$ cat config.mk
export PLATFORM = sky130hd
export DESIGN_NAME = eros_addr_map_unit
export DESIGN_NICKNAME = d
export VERILOG_FILES = /design/src/rtl/eros_addr_map_unit.sv
export SDC_FILE = /design/constraint.sdc
export NUM_CORES = 1
export LEC_CHECK = 0
export ABC_AREA = 1
export ABC_CLOCK_PERIOD_IN_PS = 2650
export CAP_MARGIN = 5
export CORE_MARGIN = 3
export CORE_UTILIZATION = 56
export DETAILED_ROUTE_END_ITERATION = 8
export PLACE_DENSITY = 0.86
export SLEW_MARGIN = 20
export SYNTH_ARGS = -nofsm -noshare
export SYNTH_HDL_FRONTEND = slang
export SYNTH_SLANG_ARGS = --single-unit
$ cat constraint.sdc
create_clock -name clk_i -period 2.65 [get_ports clk_i]
set_input_delay 0.265 -clock clk_i [delete_from_list [all_inputs] [get_ports clk_i]]
set_output_delay 0.265 -clock clk_i [all_outputs]
set_load 0.01 [all_outputs]
$ cat src/rtl/eros_addr_map_unit.sv
// eros_addr_map_unit: runtime-programmable rule table decoding request addresses to a slave port
// index over a two-stage valid/ready pipeline. Optional miss tracking: EROS_ADDR_MAP_MISS_CNT_EN.
module eros_addr_map_unit #(
   parameter int NUM_RULES   = 5,
   parameter int NUM_PORTS   = 5,
   parameter int ADDR_WIDTH  = 32,
   parameter int DEFAULT_IDX = 0,
   parameter int PORT_W      = (NUM_PORTS > 1) ? $clog2(NUM_PORTS) : 1,
   parameter int RULE_W      = 2 * ADDR_WIDTH + PORT_W,
   // One {start, end, idx} slot per rule, rule 0 in the least significant slot
   parameter logic [NUM_RULES*RULE_W-1:0] RST_RULES = {
      32'hF002_8000, 32'hF003_0000, 3'd4,
      32'hF002_0000, 32'hF002_8000, 3'd3,
      32'h4000_0000, 32'h4100_0000, 3'd2,
      32'hF001_0000, 32'hF002_0000, 3'd1,
      32'h8000_0000, 32'hC000_0000, 3'd0}
) (
   input  logic                              clk_i,
   input  logic                              rst_i,
   input  logic                              req_valid_i,
   output logic                              req_ready_o,
   input  logic [ADDR_WIDTH-1:0]             req_addr_i,
   output logic                              rsp_valid_o,
   input  logic                              rsp_ready_i,
   output logic [PORT_W-1:0]                 rsp_idx_o,
   output logic                              rsp_hit_o,
   input  logic                              cfg_req_i,
   input  logic                              cfg_we_i,
   input  logic [$clog2(NUM_RULES+1)+1:0]    cfg_addr_i,
   input  logic [ADDR_WIDTH-1:0]             cfg_wdata_i,
   output logic [ADDR_WIDTH-1:0]             cfg_rdata_o,
   output logic                              cfg_err_o
);
   localparam int SEL_W = $clog2(NUM_RULES + 1);
   localparam logic [PORT_W-1:0] DEF_IDX = PORT_W'(DEFAULT_IDX);

   logic [ADDR_WIDTH-1:0] rule_start [NUM_RULES];
   logic [ADDR_WIDTH-1:0] rule_end   [NUM_RULES];
   logic [PORT_W-1:0]     rule_idx   [NUM_RULES];
   logic [NUM_RULES-1:0]  rule_en;
   logic                  lock;

   logic [SEL_W-1:0]      cfg_sel;
   logic [1:0]            cfg_fld;
   logic                  sel_rule, sel_glob;
   logic                  cfg_wr_ok, cfg_rd_ok, cfg_err_nxt;
   logic [ADDR_WIDTH-1:0] cfg_rd_val, miss_cnt_rd, miss_addr_rd;

   logic [NUM_RULES-1:0]  match, match_p1;
   logic                  vld_p1, vld_p2, adv_p1, adv_p2;
   logic [PORT_W-1:0]     enc_idx, idx_p2;
   logic                  enc_hit, hit_p2;

   assign cfg_sel  = cfg_addr_i[SEL_W+1:2];
   assign cfg_fld  = cfg_addr_i[1:0];
   assign sel_rule = 32'(cfg_sel) < 32'(NUM_RULES);
   assign sel_glob = 32'(cfg_sel) == 32'(NUM_RULES);

   always_comb begin
      cfg_wr_ok   = 1'b0;
      cfg_rd_ok   = 1'b0;
      cfg_err_nxt = 1'b0;
      cfg_rd_val  = '0;
      if (sel_rule) begin
         case (cfg_fld)
            2'd0:    cfg_rd_val = rule_start[cfg_sel];
            2'd1:    cfg_rd_val = rule_end[cfg_sel];
            2'd2:    cfg_rd_val = ADDR_WIDTH'(rule_idx[cfg_sel]);
            default: cfg_rd_val = ADDR_WIDTH'(rule_en[cfg_sel]);
         endcase
      end else begin
         case (cfg_fld)
            2'd0:    cfg_rd_val = ADDR_WIDTH'(lock);
            2'd1:    cfg_rd_val = miss_cnt_rd;
            2'd2:    cfg_rd_val = miss_addr_rd;
            default: cfg_rd_val = '0;
         endcase
      end
      if (cfg_req_i) begin
         if (sel_rule) begin
            if (!cfg_we_i)
               cfg_rd_ok = 1'b1;
            else if (lock || (cfg_fld == 2'd2 && cfg_wdata_i >= ADDR_WIDTH'(NUM_PORTS)))
               cfg_err_nxt = 1'b1;
            else
               cfg_wr_ok = 1'b1;
         end else if (sel_glob) begin
            if (!cfg_we_i)
               cfg_rd_ok = 1'b1;
            else if (cfg_fld == 2'd1 || cfg_fld == 2'd2)
               cfg_err_nxt = 1'b1;
         end else begin
            cfg_err_nxt = 1'b1;
         end
      end
   end

   always_ff @(posedge clk_i) begin
      if (rst_i) begin
         for (int r = 0; r < NUM_RULES; r++) begin
            rule_start[r] <= RST_RULES[r*RULE_W + PORT_W + ADDR_WIDTH +: ADDR_WIDTH];
            rule_end[r]   <= RST_RULES[r*RULE_W + PORT_W +: ADDR_WIDTH];
            rule_idx[r]   <= RST_RULES[r*RULE_W +: PORT_W];
         end
         rule_en     <= '1;
         lock        <= 1'b0;
         cfg_rdata_o <= '0;
         cfg_err_o   <= 1'b0;
      end else begin
         if (cfg_wr_ok) begin
            case (cfg_fld)
               2'd0:    rule_start[cfg_sel] <= cfg_wdata_i;
               2'd1:    rule_end[cfg_sel]   <= cfg_wdata_i;
               2'd2:    rule_idx[cfg_sel]   <= cfg_wdata_i[PORT_W-1:0];
               default: rule_en[cfg_sel]    <= cfg_wdata_i[0];
            endcase
         end
         // Lock is set-only; only reset clears it
         if (cfg_req_i && cfg_we_i && sel_glob && cfg_fld == 2'd0 && cfg_wdata_i[0])
            lock <= 1'b1;
         if (cfg_rd_ok)
            cfg_rdata_o <= cfg_rd_val;
         cfg_err_o <= cfg_err_nxt;
      end
   end

   always_comb begin
      for (int r = 0; r < NUM_RULES; r++)
         match[r] = rule_en[r] && (req_addr_i >= rule_start[r]) && (req_addr_i < rule_end[r]);
   end

   always_comb begin
      enc_idx = DEF_IDX;
      enc_hit = 1'b0;
      for (int r = NUM_RULES - 1; r >= 0; r--) begin
         if (match_p1[r]) begin
            enc_idx = rule_idx[r];
            enc_hit = 1'b1;
         end
      end
   end

   assign adv_p2      = !vld_p2 || rsp_ready_i;
   assign adv_p1      = !vld_p1 || adv_p2;
   assign req_ready_o = adv_p1;

   // Stage p1: per-rule match vector
   always_ff @(posedge clk_i) begin
      if (adv_p1 && req_valid_i)
         match_p1 <= match;
   end

   // Stage p2: priority-encoded result
   always_ff @(posedge clk_i) begin
      if (rst_i) begin
         vld_p1 <= 1'b0;
         vld_p2 <= 1'b0;
         idx_p2 <= '0;
         hit_p2 <= 1'b0;
      end else begin
         if (adv_p1)
            vld_p1 <= req_valid_i;
         if (adv_p2) begin
            vld_p2 <= vld_p1;
            if (vld_p1) begin
               idx_p2 <= enc_idx;
               hit_p2 <= enc_hit;
            end
         end
      end
   end

   assign rsp_valid_o = vld_p2;
   assign rsp_idx_o   = idx_p2;
   assign rsp_hit_o   = hit_p2;

`ifdef EROS_ADDR_MAP_MISS_CNT_EN
   logic [ADDR_WIDTH-1:0] addr_p1, addr_p2, miss_addr;
   logic [31:0]           miss_cnt;

   function automatic logic [31:0] sat_inc(input logic [31:0] v);
      return (v == 32'hFFFF_FFFF) ? v : v + 32'd1;
   endfunction

   always_ff @(posedge clk_i) begin
      if (adv_p1 && req_valid_i)
         addr_p1 <= req_addr_i;
      if (adv_p2 && vld_p1)
         addr_p2 <= addr_p1;
   end

   always_ff @(posedge clk_i) begin
      if (rst_i) begin
         miss_cnt  <= '0;
         miss_addr <= '0;
      end else if (vld_p2 && rsp_ready_i && !hit_p2) begin
         miss_cnt  <= sat_inc(miss_cnt);
         miss_addr <= addr_p2;
      end
   end

   assign miss_cnt_rd  = ADDR_WIDTH'(miss_cnt);
   assign miss_addr_rd = miss_addr;
`else
   assign miss_cnt_rd  = '0;
   assign miss_addr_rd = '0;
`endif
endmodule
==> impl_metrics.tcl <==
set metrics [dict create \
    status "finished, final reports clean" \
    async_flop_share_pct 0 \
    io_buffers 113 \
    tns_ps 0 \
    initial_utilization_pct 56.8 \
    worst_setup_path_end_kind "register" \
    cap_violations 0 \
    drc 0 \
    critPathRequiredTime_ps 3050 \
    coreArea_um2 56600 \
    fillers 4112 \
    leakagePower_nw 17.4 \
    cts_tree "built" \
    mostFrequentLayoutCells "nand2_1 (947), edfxtp_1 (541), inv_1 (416)" \
    cts_made_buffers 60 \
    hold_viol 0 \
    dieArea_um2 60300 \
    met2_wirelength_um 48000 \
    netlist_instances 3512 \
    p_per_area_nw_per_um2 563 \
    cp_max_fo 2 \
    start_kind "register" \
    ctsHtreeMaxLevel 2 \
    rsz0062_at_grt "no" \
    slew_headroom_pct 56.1 \
    final_cell_area_um2 39000 \
    grt_start_max_net_pins 71 \
    drv_slew 0 \
    ant_nets 0 \
    nets 4415 \
    cts_root_buffer "clkbuf_16" \
    syn_avg_cell_area_um2 9.15 \
    antenna_found_initial 4 \
    ys_warn_count 0 \
    place_congestion 1.06 \
    tightest_slew_ps 653 \
    rows 87 \
    hpwl_um 77000 \
    holdCritPathClass "in -> reg" \
    num_io_pins 114 \
    grt_pass1_vias 27800 \
    clk_path_buf_depth 3 \
    critical_path_class "reg -> reg" \
    overflow 0 \
    fin_crit_sh_pct 93.4 \
    finClkSkew_ps 26.8 \
    insertedDiodeCount 0 \
    mostFrequentLayoutCell "nand2_1" \
    arrival_ps 2870 \
    timing.hold.ws_ps 228 \
    drt-vias-per-instance 5.88 \
    first_pass_iters 6 \
    insertion_delay_ps 650 \
    grt_pass1_wl_um 160000 \
    ys_types 39 \
    ys_seq_elements 586 \
    syn_to_final_growth_pct 21.4 \
    drt-total-wl_um 108000 \
    final_util_pct 68.9 \
    fmax_ghz 0.404 \
    wire_per_inst_um 22.4 \
    seq_area_frac_synth_pct 53.4 \
    setup_viol 0 \
    die_w_um 246 \
    timing.final.crit_period_ps 2480 \
    netlist.area_leader.share_pct 50.6 \
    ys_top_cells_by_area "edfxtp_1 (51%), ha_1 (12%), nand2_1 (11%)" \
    synth-main-ff-cell "edfxtp_1" \
    ir_drop_mv 0.532 \
    r2r_slack_ps 170 \
    die_y_um 246 \
    dpl_cell_area_um2 37100 \
    dr.max_layer_used "met5" \
    wl_met3_um 15500 \
    netlist.top_cell.by_area "edfxtp_1" \
    routedLengthMet1_um 36400 \
    grt_use_total_pct 35.6 \
    drt_iter0_markers 4198 \
    synth-edff-count 541 \
    vias 28400 \
    clk_pin_slew_ps 60 \
    clkSinkCount 586 \
    drive_gt1_share_pct 9.45 \
    syn-cell-area_um2 32100 \
]
synthesized netlist by cell type (3+ instances only):
library cell and instances:
o21a_1 3, and3_1 5, buf_1 8, buf_2 21, a21oi_1 223, o21ai_0 169
ha_1 319, nor4_1 5, nand4_1 98, clkbuf_1 96, nor2_1 418, inv_2 5
o22ai_1 24, inv_1 416, nand2_4 3, nand3b_1 4, clkinv_1 18, a22oi_1 6
a31oi_1 4, nor3_1 23, edfxtp_1 541, o211ai_1 18, nand3_1 47, a211oi_1 10
nand2_1 957, dfxtp_1 45, and2_1 9
cell type report:
class | count | area, um^2 | share of cell area [%]
Clock buffer | 77 | 1630 | 4.17
Clock inverter | 37 | 317 | 0.811
Inverter | 439 | 1650 | 4.22
Multi-Input combinational cell | 2562 | 13700 | 35.1
Sequential cell | 586 | 17100 | 43.9
Tap cell | 756 | 946 | 2.42
Timing Repair Buffer | 372 | 3660 | 9.37
state kept, by name, summed over array words and instances, names as in the netlist:
| name | count |
|---|---|
| lock | 1 |
| rsp_hit_o | 1 |
| rsp_idx_o | 3 |
| cfg_rdata_o | 32 |
| rule_en | 5 |
| cfg_err_o | 1 |
| rule_idx | 24 |
| vld_p1 | 1 |
| match_p1 | 5 |
| rule_end | 256 |
| rsp_valid_o | 1 |
| rule_start | 256 |
cells by family after synthesis:
group                      share of synthesized area, %
AOI/OAI and AO/OA                                  7.59
adders and majority gates                          12.4
buffers and inverters                              6.67
DFF                                                53.4
other                                            0.0117
and+or+nand+nor                                    19.9
power by group:
part	switching, mW	internal, mW
logic	1.79	0.980
registers	0.189	10.5
clock network	3.63	4.81
layer usage:
layer,track usage (%),up-vias
met5,0,-
met4,22.5,6
met3,8.67,541
met2,56.2,2269
met1,44.0,13000
li1,-,12600
path summary, 6_finish.rpt:
| kind | depth (start not counted) | startpoint | endpoint |
|---|---|---|---|
| hold reg to reg | 2 | cfg_rdata_o[17]$_SDFFE_PP0P_ | cfg_rdata_o[17]$_SDFFE_PP0P_ |
| hold / removal | 3 | req_valid_i | vld_p1$_SDFFE_PP0N_ |
| setup / recovery | 8 | rule_start[0][5]$_SDFFCE_PN0P_ | match_p1[0]$_DFFE_PP_ |
| setup reg to reg | 8 | rule_start[0][5]$_SDFFCE_PN0P_ | match_p1[0]$_DFFE_PP_ |
per-stage QoR:
step / power [mW] / setup WS, ps / instances
after global routing: 22.6 / 50.7 / 4829
after detailed placement: 13.6 / -455 / 4715
after global placement: 13.5 / -403 / 4715
final: 21.9 / 175 / 4829
after CTS: 21.9 / 171 / 4829
after floorplan: 12.2 / 103 / 3712
repair_timing:
item,CTS,global route
endpoints found under the setup margin,0,3
buffers inserted,0,0
hold buffers,0,0
gates resized for setup,0,2
worst max-delay path: stages (launching register included):
cell      delay (ps)
edfxtp_1         410
inv_1             70
ha_1             290
nand2_1           90
nor4_1           590
buf_4            210
and3_1           190
nor2_1            80
nor2_1           290
No activity file was read; power rests on OpenSTA's default activity.
